<file path="src/rtl/seq_pattern_detect_if.sv">
// Serial pattern detector bus: stream input, config and match outputs.
// PATTERN_MASK_EN adds a per-bit mask.
interface seq_pattern_detect_if #(
  parameter int PAT_W = 3,
  parameter int CNT_W = 8
);
  logic             data_in;
  logic             valid_in;
  logic [PAT_W-1:0] pattern;
  logic             overlap;
  logic             clear;
`ifdef PATTERN_MASK_EN
  logic [PAT_W-1:0] mask;
`endif
  logic             data_out;
  logic [CNT_W-1:0] match_cnt;
  logic             cnt_sat;

  modport master (
`ifdef PATTERN_MASK_EN
    output mask,
`endif
    output data_in,
    output valid_in,
    output pattern,
    output overlap,
    output clear,
    input  data_out,
    input  match_cnt,
    input  cnt_sat
  );

  modport slave (
`ifdef PATTERN_MASK_EN
    input  mask,
`endif
    input  data_in,
    input  valid_in,
    input  pattern,
    input  overlap,
    input  clear,
    output data_out,
    output match_cnt,
    output cnt_sat
  );
endinterface

</file>
<file path="src/rtl/seq_pattern_detect.sv">
// Programmable serial pattern detector with saturating match counter.
// Macro PATTERN_MASK_EN enables don't-care bits via bus.mask.
module seq_pattern_detect #(
  parameter int PAT_W = 3,
  parameter int CNT_W = 8
) (
  input  logic                clk,
  input  logic                rst_n,
  seq_pattern_detect_if.slave bus
);
  localparam int FW = $clog2(PAT_W + 1);
  localparam logic [FW-1:0] FILL_MIN = FW'(PAT_W - 1);
  localparam logic [FW-1:0] FILL_MAX = FW'(PAT_W);
  localparam logic [CNT_W-1:0] CNT_MAX = '1;

  logic [PAT_W-1:0] hist;
  logic [PAT_W-1:0] cand;
  logic [PAT_W-1:0] diff;
  logic [FW-1:0]    fill;
  logic             beat;
  logic             hit;
  logic [CNT_W-1:0] cnt_nxt;
  logic             out_q;
  logic [CNT_W-1:0] cnt_q;
  logic             sat_q;

  // Candidate window and match decision for the current beat.
  always_comb begin
    cand = {hist[PAT_W-2:0], bus.data_in};
    diff = cand ^ bus.pattern;
`ifdef PATTERN_MASK_EN
    diff = diff & bus.mask;
`endif
    beat = bus.valid_in & ~bus.clear;
    hit  = beat && (fill >= FILL_MIN) &&
           (diff == '0);
    cnt_nxt = (cnt_q == CNT_MAX) ?
              cnt_q : cnt_q + CNT_W'(1);
  end

  // History, fill level, match pulse and counter.
  always_ff @(posedge clk or negedge rst_n) begin
    if (!rst_n) begin
      hist  <= '0;
      fill  <= '0;
      out_q <= 1'b0;
      cnt_q <= '0;
      sat_q <= 1'b0;
    end else if (bus.clear) begin
      hist  <= '0;
      fill  <= '0;
      out_q <= 1'b0;
      cnt_q <= '0;
      sat_q <= 1'b0;
    end else if (beat) begin
      hist  <= cand;
      out_q <= hit;
      if (hit && !bus.overlap)
        fill <= '0;
      else if (fill != FILL_MAX)
        fill <= fill + FW'(1);
      if (hit) begin
        cnt_q <= cnt_nxt;
        sat_q <= (cnt_nxt == CNT_MAX);
      end
    end else begin
      out_q <= 1'b0;
    end
  end

  assign bus.data_out  = out_q;
  assign bus.match_cnt = cnt_q;
  assign bus.cnt_sat   = sat_q;
endmodule

</file>
<file path="src/flat_wrapper.sv">
// flat-port wrapper written by rule: the top's interface ports become plain ports
module seq_pattern_detect_flat 
#(
  parameter int PAT_W = 3,
  parameter int CNT_W = 8
)
  (clk, rst_n, bus_data_in, bus_valid_in, bus_pattern, bus_overlap, bus_clear, bus_data_out, bus_match_cnt, bus_cnt_sat);
  seq_pattern_detect_if #(.PAT_W(PAT_W), .CNT_W(CNT_W)) bus_i ();
  input  logic clk;
  input  logic rst_n;
  input wire logic [$bits(bus_i.data_in)-1:0] bus_data_in;
  input wire logic [$bits(bus_i.valid_in)-1:0] bus_valid_in;
  input wire logic [$bits(bus_i.pattern)-1:0] bus_pattern;
  input wire logic [$bits(bus_i.overlap)-1:0] bus_overlap;
  input wire logic [$bits(bus_i.clear)-1:0] bus_clear;
  output wire logic [$bits(bus_i.data_out)-1:0] bus_data_out;
  output wire logic [$bits(bus_i.match_cnt)-1:0] bus_match_cnt;
  output wire logic [$bits(bus_i.cnt_sat)-1:0] bus_cnt_sat;
  assign bus_i.data_in = bus_data_in;
  assign bus_i.valid_in = bus_valid_in;
  assign bus_i.pattern = bus_pattern;
  assign bus_i.overlap = bus_overlap;
  assign bus_i.clear = bus_clear;
  assign bus_data_out = bus_i.data_out;
  assign bus_match_cnt = bus_i.match_cnt;
  assign bus_cnt_sat = bus_i.cnt_sat;
  seq_pattern_detect #(.PAT_W(PAT_W), .CNT_W(CNT_W)) u_core (.clk(clk), .rst_n(rst_n), .bus(bus_i));
endmodule
</file>
<file path="config.mk">
export PLATFORM = sky130hd
export DESIGN_NAME = seq_pattern_detect_flat
export DESIGN_NICKNAME = d
export VERILOG_FILES = /design/src/rtl/seq_pattern_detect_if.sv /design/src/rtl/seq_pattern_detect.sv /design/src/flat_wrapper.sv
export SDC_FILE = /design/constraint.sdc
export NUM_CORES = 1
export LEC_CHECK = 0
export ABC_AREA = 1
export ABC_CLOCK_PERIOD_IN_PS = 3950
export BUFFER_PORTS_ARGS = -buffer_cell sky130_fd_sc_hd__buf_2
export CORE_UTILIZATION = 56
export CTS_CLUSTER_DIAMETER = 150
export CTS_CLUSTER_SIZE = 28
export DETAILED_ROUTE_END_ITERATION = 10
export PLACE_DENSITY = 0.86
export REMOVE_ABC_BUFFERS = 1
export SYNTH_ARGS = -nofsm -noshare
export SYNTH_HDL_FRONTEND = slang
export SYNTH_SLANG_ARGS = --single-unit
</file>
<file path="constraint.sdc">
create_clock -name clk -period 3.95 [get_ports clk]
set_clock_uncertainty 0.15 [all_clocks]
set_input_delay 0.1975 -clock clk [delete_from_list [all_inputs] [get_ports clk]]
set_output_delay 0.1975 -clock clk [all_outputs]
set_load 0.01 [all_outputs]
</file>
# Yosys cells after proc, flatten, opt, wreduce, memory -nomap -nowiden
# Cells that the tools add are included.
[word_totals]
wordCells = 39
input_bits = 9
ff_bits = 14
[classes]
muxes = 15
reduce_logical = 10
n_eq_ne = 3
n_lt_le_gt_ge = 1
addsub = 2
bitwise_logic = 3
[op_table]
columns = ["operator", "count"]
rows = [
  ["$mux W8", 4],
  ["$eq A8 B8 Y1 const B", 2],
  ["$mux W2", 6],
  ["$add A8 B1 Y8 const B", 1],
  ["$mux W1", 5],
  ["$reduce_and A2 Y1", 2],
  ["$reduce_bool A2 Y1", 2],
  ["$logic_and A1 B1 Y1", 3],
  ["$logic_not A3 Y1", 1],
  ["$reduce_bool A3 Y1", 1],
  ["$xor A3 B3 Y3", 1],
  ["$add A2 B1 Y2 const B", 1],
  ["$ge A2 B2 Y1 const B", 1],
  ["$ne A2 B2 Y1 const B", 1],
  ["$and A1 B1 Y1", 1],
  ["$logic_not A1 Y1", 1],
  ["$not A1 Y1", 1],
]

# Logic depth before layout (Yosys ltp)
[depth]
ltp_word = 8
ltp_mapped = 11
depth_no_buf = 11

# Worst setup path after synthesis
# OpenSTA, ideal clock, no wires.
[synth_timing]
path_kind = "reg-to-reg"
start = "register u_core.cnt_q[1], in the netlist u_core.bus.match_cnt[1]"
end = "register u_core.sat_q, in the netlist u_core.bus.cnt_sat"
synth_period_minus_slack_ns = 1.555
path_slack_ns = 2.395
stages_incl_launch_ff = 10
arrival_ns = 1.329
setup_time_ns = 0.075
required_ns = 3.725
path_cell_list = "dfrtp_1 > ha_1 > nand2_2 > nor2_4 > nand2_4 > nand2_2 > nand2_2 > nor2_1 > nand3_1 > o21bai_2"
[synth_via]
elab_chain_cells = 6
elab_cells_between_ends = 7
[synth_rtl]
columns = ["element", "line", "text"]
rows = [
  ["start, declared", "seq_pattern_detect.sv:24", "logic [CNT_W-1:0] cnt_q;"],
  ["start signal, assigned", "seq_pattern_detect.sv:63", "cnt_q <= cnt_nxt;"],
  ["$add A8 B1 Y8 or $eq A8 B8 Y1 (tied branches)", "seq_pattern_detect.sv:38, seq_pattern_detect.sv:37", ""],
  ["$mux W8 *", "seq_pattern_detect.sv:37", "cnt_nxt = (cnt_q == CNT_MAX) ?"],
  ["$eq A8 B8 Y1 *", "seq_pattern_detect.sv:64", "sat_q <= (cnt_nxt == CNT_MAX);"],
  ["$mux W1 *", "seq_pattern_detect.sv:62", "if (hit) begin"],
  ["$mux W1 *", "seq_pattern_detect.sv:55", "end else if (beat) begin"],
  ["$mux W1 *", "seq_pattern_detect.sv:49", "end else if (bus.clear) begin"],
  ["end signal, assigned", "seq_pattern_detect.sv:64", ""],
  ["end, declared", "seq_pattern_detect.sv:25", "logic sat_q;"],
]
# Mark *: on every way between the ends. The rest lies on a longest branch, timed or not. The select of a mux whose other input is x is not followed.
# A chain may end at the register's enable or synchronous reset.

# Worst setup path in the final report
[layout_timing]
start = "register u_core.fill[0]"
end = "register u_core.sat_q, in the netlist u_core.bus.cnt_sat"
[layout_via]
elab_chain_cells = 5
[layout_rtl]
columns = ["element", "line", "text"]
rows = [
  ["start, declared", "seq_pattern_detect.sv:19", "logic [FW-1:0] fill;"],
  ["start signal, assigned", "seq_pattern_detect.sv:61", "fill <= fill + FW'(1);"],
  ["$ge A2 B2 Y1", "seq_pattern_detect.sv:35", "hit = beat && (fill >= FILL_MIN) &&"],
  ["$logic_and A1 B1 Y1 (2 in series)", "seq_pattern_detect.sv:35", ""],
  ["$reduce_bool A2 Y1 (no source line)", "n/a", ""],
  ["$reduce_and A2 Y1 (no source line)", "n/a", ""],
]
# Every way passes these cells.

==> flow_summary.json <==
{
  "period_needed_ps": 1752,
  "fill_cells": 120,
  "setup_ws_ps": 2198,
  "initial_utilization_pct": 60.38,
  "dieArea_mm2": 0.001789,
  "drc": 0,
  "worst_setup_slack_post_dpl_ps": 2222,
  "grt_start_max_net_pins": 15,
  "yosys.area_share.xor_xnor_pct": 2.889,
  "register_clock_pin_slew_on_the_reported_worst_setup_and_hold_paths_ps": 100,
  "ys_async_rst_share_pct": 100.0,
  "grt_overflow_total": 0,
  "critPathMaxStageDelay_ps": 400,
  "post_cts_setup_repair_buffer_count": 0,
  "area_of_the_multi_input_gates_um2": 476.7,
  "timing.setup.critical_path_class": "reg2reg",
  "tritoncts_buffers": 3,
  "detail_route.first_pass.iterations": 4,
  "synth.avg_cell_area_um2": 7.106,
  "hold_slack_ps": 41.12,
  "route.antenna.remaining_nets": 0,
  "vertical_die_dimension_um": 42.30,
  "synth_adder_area_share_pct": 4.127,
  "timing.max_cap.violations": 0,
  "number_of_port_buffers": 18,
  "cts_htree_levels": 1,
  "synth_top_family_by_area": "simple AND/OR/NAND/NOR gates",
  "dr_total_vias": 888,
  "finish.cell_count_without_fillers": 167,
  "maxSlewViolCount": 0,
  "setup_tns_final_ps": 0,
  "combined_area_of_all_synthesized_cells_um2": 909.6,
  "grt_util_all_layers_pct": 26.47,
  "cts_sinks": 14,
  "ir_drop_v": 0.0002150,
  "synth_compound_area_share_pct": 9.078,
  "post_drt_via_cell_ratio": 5.317,
  "antenna_diode_instance_count": 0,
  "yosys_warns": 0,
  "cp_data_required_time_ps": 3990,
  "floorplan.io_pins": 19,
  "final_layout_size_suffix_gt1_share_pct": 23.18,
  "total_leakage_power_uw": 0.0005781,
  "gp_routability_congestion": 0.8423,
  "critical_path.cell_chain": "inv_1 -> ha_1 -> or2_0 -> nand2_1 -> nor2_2 -> nand2_2 -> nand2_2 -> nor2_1 -> o21bai_2",
  "commonest_non_fill_non_tap_cells_in_the_layout": "nand2_1, inv_1, buf_2",
  "clock_tree.buffer_depth": 2,
  "max_slew_margin_pct": 78.54,
  "grt_pass1_vias": 869,
  "core-area_mm2": 0.001506,
  "most_frequent_cell_on_the_critical_path": "nand2_2",
  "post_synth_edffs": 0,
  "synth_simple_gate_area_share_pct": 36.31,
  "outcome": "finished, final reports clean",
  "p_per_area_mw_per_mm2": 283.2,
  "critical_path.startpoint_type": "flop",
  "skew_pair_late_insertion_delay_ps": 290,
  "crit_path_end_kind": "flop",
  "rsz0062_at_grt": "no",
  "synth_cell_type_count": 19,
  "synth.ff_latch_count": 14,
  "numPlacedInstances": 162,
  "layout.cells.most_common": "nand2_1",
  "min_path_type": "in2reg",
  "drt-total-wl_um": 2042,
  "layout_worst_path_cycle_share_pct": 44.35,
  "postSynth.topFlopCell": "dfrtp_1",
  "post_synthesis_to_final_layout_area_growth_pct": 17.19,
  "clockRootBuffer": "clkbuf_4",
  "critPathSlowestCell": "dfrtp_1",
  "seqCellArea_um2": 350.3,
  "fmaxAchievable_mhz": 570.8,
  "setup_viol": 0,
  "grt_antenna_before_repair": 0,
  "critPathArrivalTime_ps": 1790,
  "worstMarginPinSlew_ps": 321.9,
  "hpwl_um": 1443,
  "layout.core_utilization_pct": 70.76,
  "ys_seq_area_share_pct": 38.51,
  "share_of_cell_area_taken_by_muxes_after_synthesis_pct": 0,
  "worstPathMaxFanout": 8,
  "num_rows": 14,
  "grt_first_pass_wirelength_um": 3574,
  "hold_viol": 0,
  "dr.first_iter.drc_count": 46,
  "tritoncts": "built",
  "synth_cells": 128,
  "die_w_um": 42.30,
  "layout.nets": 164,
  "wire_per_inst_um": 12.23
}
-- sequential cells by signal, indices dropped and copies added, names as in the netlist --
register / count
u_core.bus.cnt_sat: 1
u_core.bus.data_out: 1
u_core.bus.match_cnt: 8
u_core.fill: 2
u_core.hist: 2
-- repair_timing --
action	4_1_cts	5_1_grt
gates resized for setup	0	0
endpoints found under the hold margin	14	0
hold buffers	1	0
-- final timing paths --
check / slack [ps] / depth (start not counted) / endpoint / from
max: 2200 / 9 / u_core.bus.cnt_sat / u_core.fill[0]
min: 40 / 3 / u_core.hist[0] / bus_data_in
max reg2reg: 2200 / 9 / u_core.bus.cnt_sat / u_core.fill[0]
min reg2reg: 390 / 2 / u_core.fill[0] / u_core.fill[0]
max in group asynchronous: 3210 / 2 / u_core.bus.match_cnt[2] / rst_n
min in group asynchronous: 200 / 2 / u_core.bus.match_cnt[3] / rst_n
-- critical path: cells and delay by family, from the launching register on --
kind	cells	cell delay, ps
buf+inv	1	80
fa+ha+maj	1	150
simple gates	6	690
compound gates	1	180
flops	1	400
-- metrics by stage --
step / total power [uW] / cell area, um2
final: 301.9 / 1066
after global routing: 315.7 / 1066
after CTS: 302.3 / 1066
after detailed placement: 195.5 / 1020
after global placement: 191.3 / 1020
after floorplan: 179.9 / 909.6
-- area by class of cell --
cell class / count / share of cell area (%)
Timing Repair Buffer: 19 / 9.390
Inverter: 22 / 7.746
Tap cell: 16 / 1.878
Sequential cell: 14 / 32.86
Clock buffer: 4 / 3.404
Multi-Input combinational cell: 92 / 44.72
-- synth_stat cells (2+ instances only) --
master | n | area share (%)
o21ai_0 | 4 | 2.2
inv_1 | 20 | 8.3
nor2_2 | 2 | 1.4
nand2_2 | 5 | 3.4
o22ai_1 | 5 | 3.4
nand2_1 | 38 | 16
nor2_1 | 11 | 4.5
dfrtp_1 | 14 | 39
nand3_1 | 11 | 6.1
xor2_1 | 2 | 1.9
o21ai_1 | 4 | 2.2
inv_2 | 2 | 0.83
nor2_4 | 2 | 2.5
ha_1 | 3 | 4.1
-- routing by layer --
| layer | wire length (um) | part of all wire (%) | GRT usage, % |
|---|---|---|---|
| met5 | 0 | 0 | 0 |
| met3 | 135 | 6.6 | 5.603 |
| met4 | 33 | 1.6 | 12.50 |
| met1 | 897 | 44 | 34.83 |
| met2 | 975 | 48 | 41.54 |
-- power by group --
group / total [uW] / switching (uW) / internal, uW
clock: 108 / 52.1 / 56.1
sequential: 154 / 5.42 / 149
combinational: 39.6 / 23.9 / 15.7
total: 302 / 81.4 / 220
-- logic make-up after synthesis --
group / Yosys count
compound gates: 14
simple gates: 72
fa+ha+maj: 3
flops: 14
xor+xnor: 3
buf+inv: 22
(Power assumes the default switching activity.)
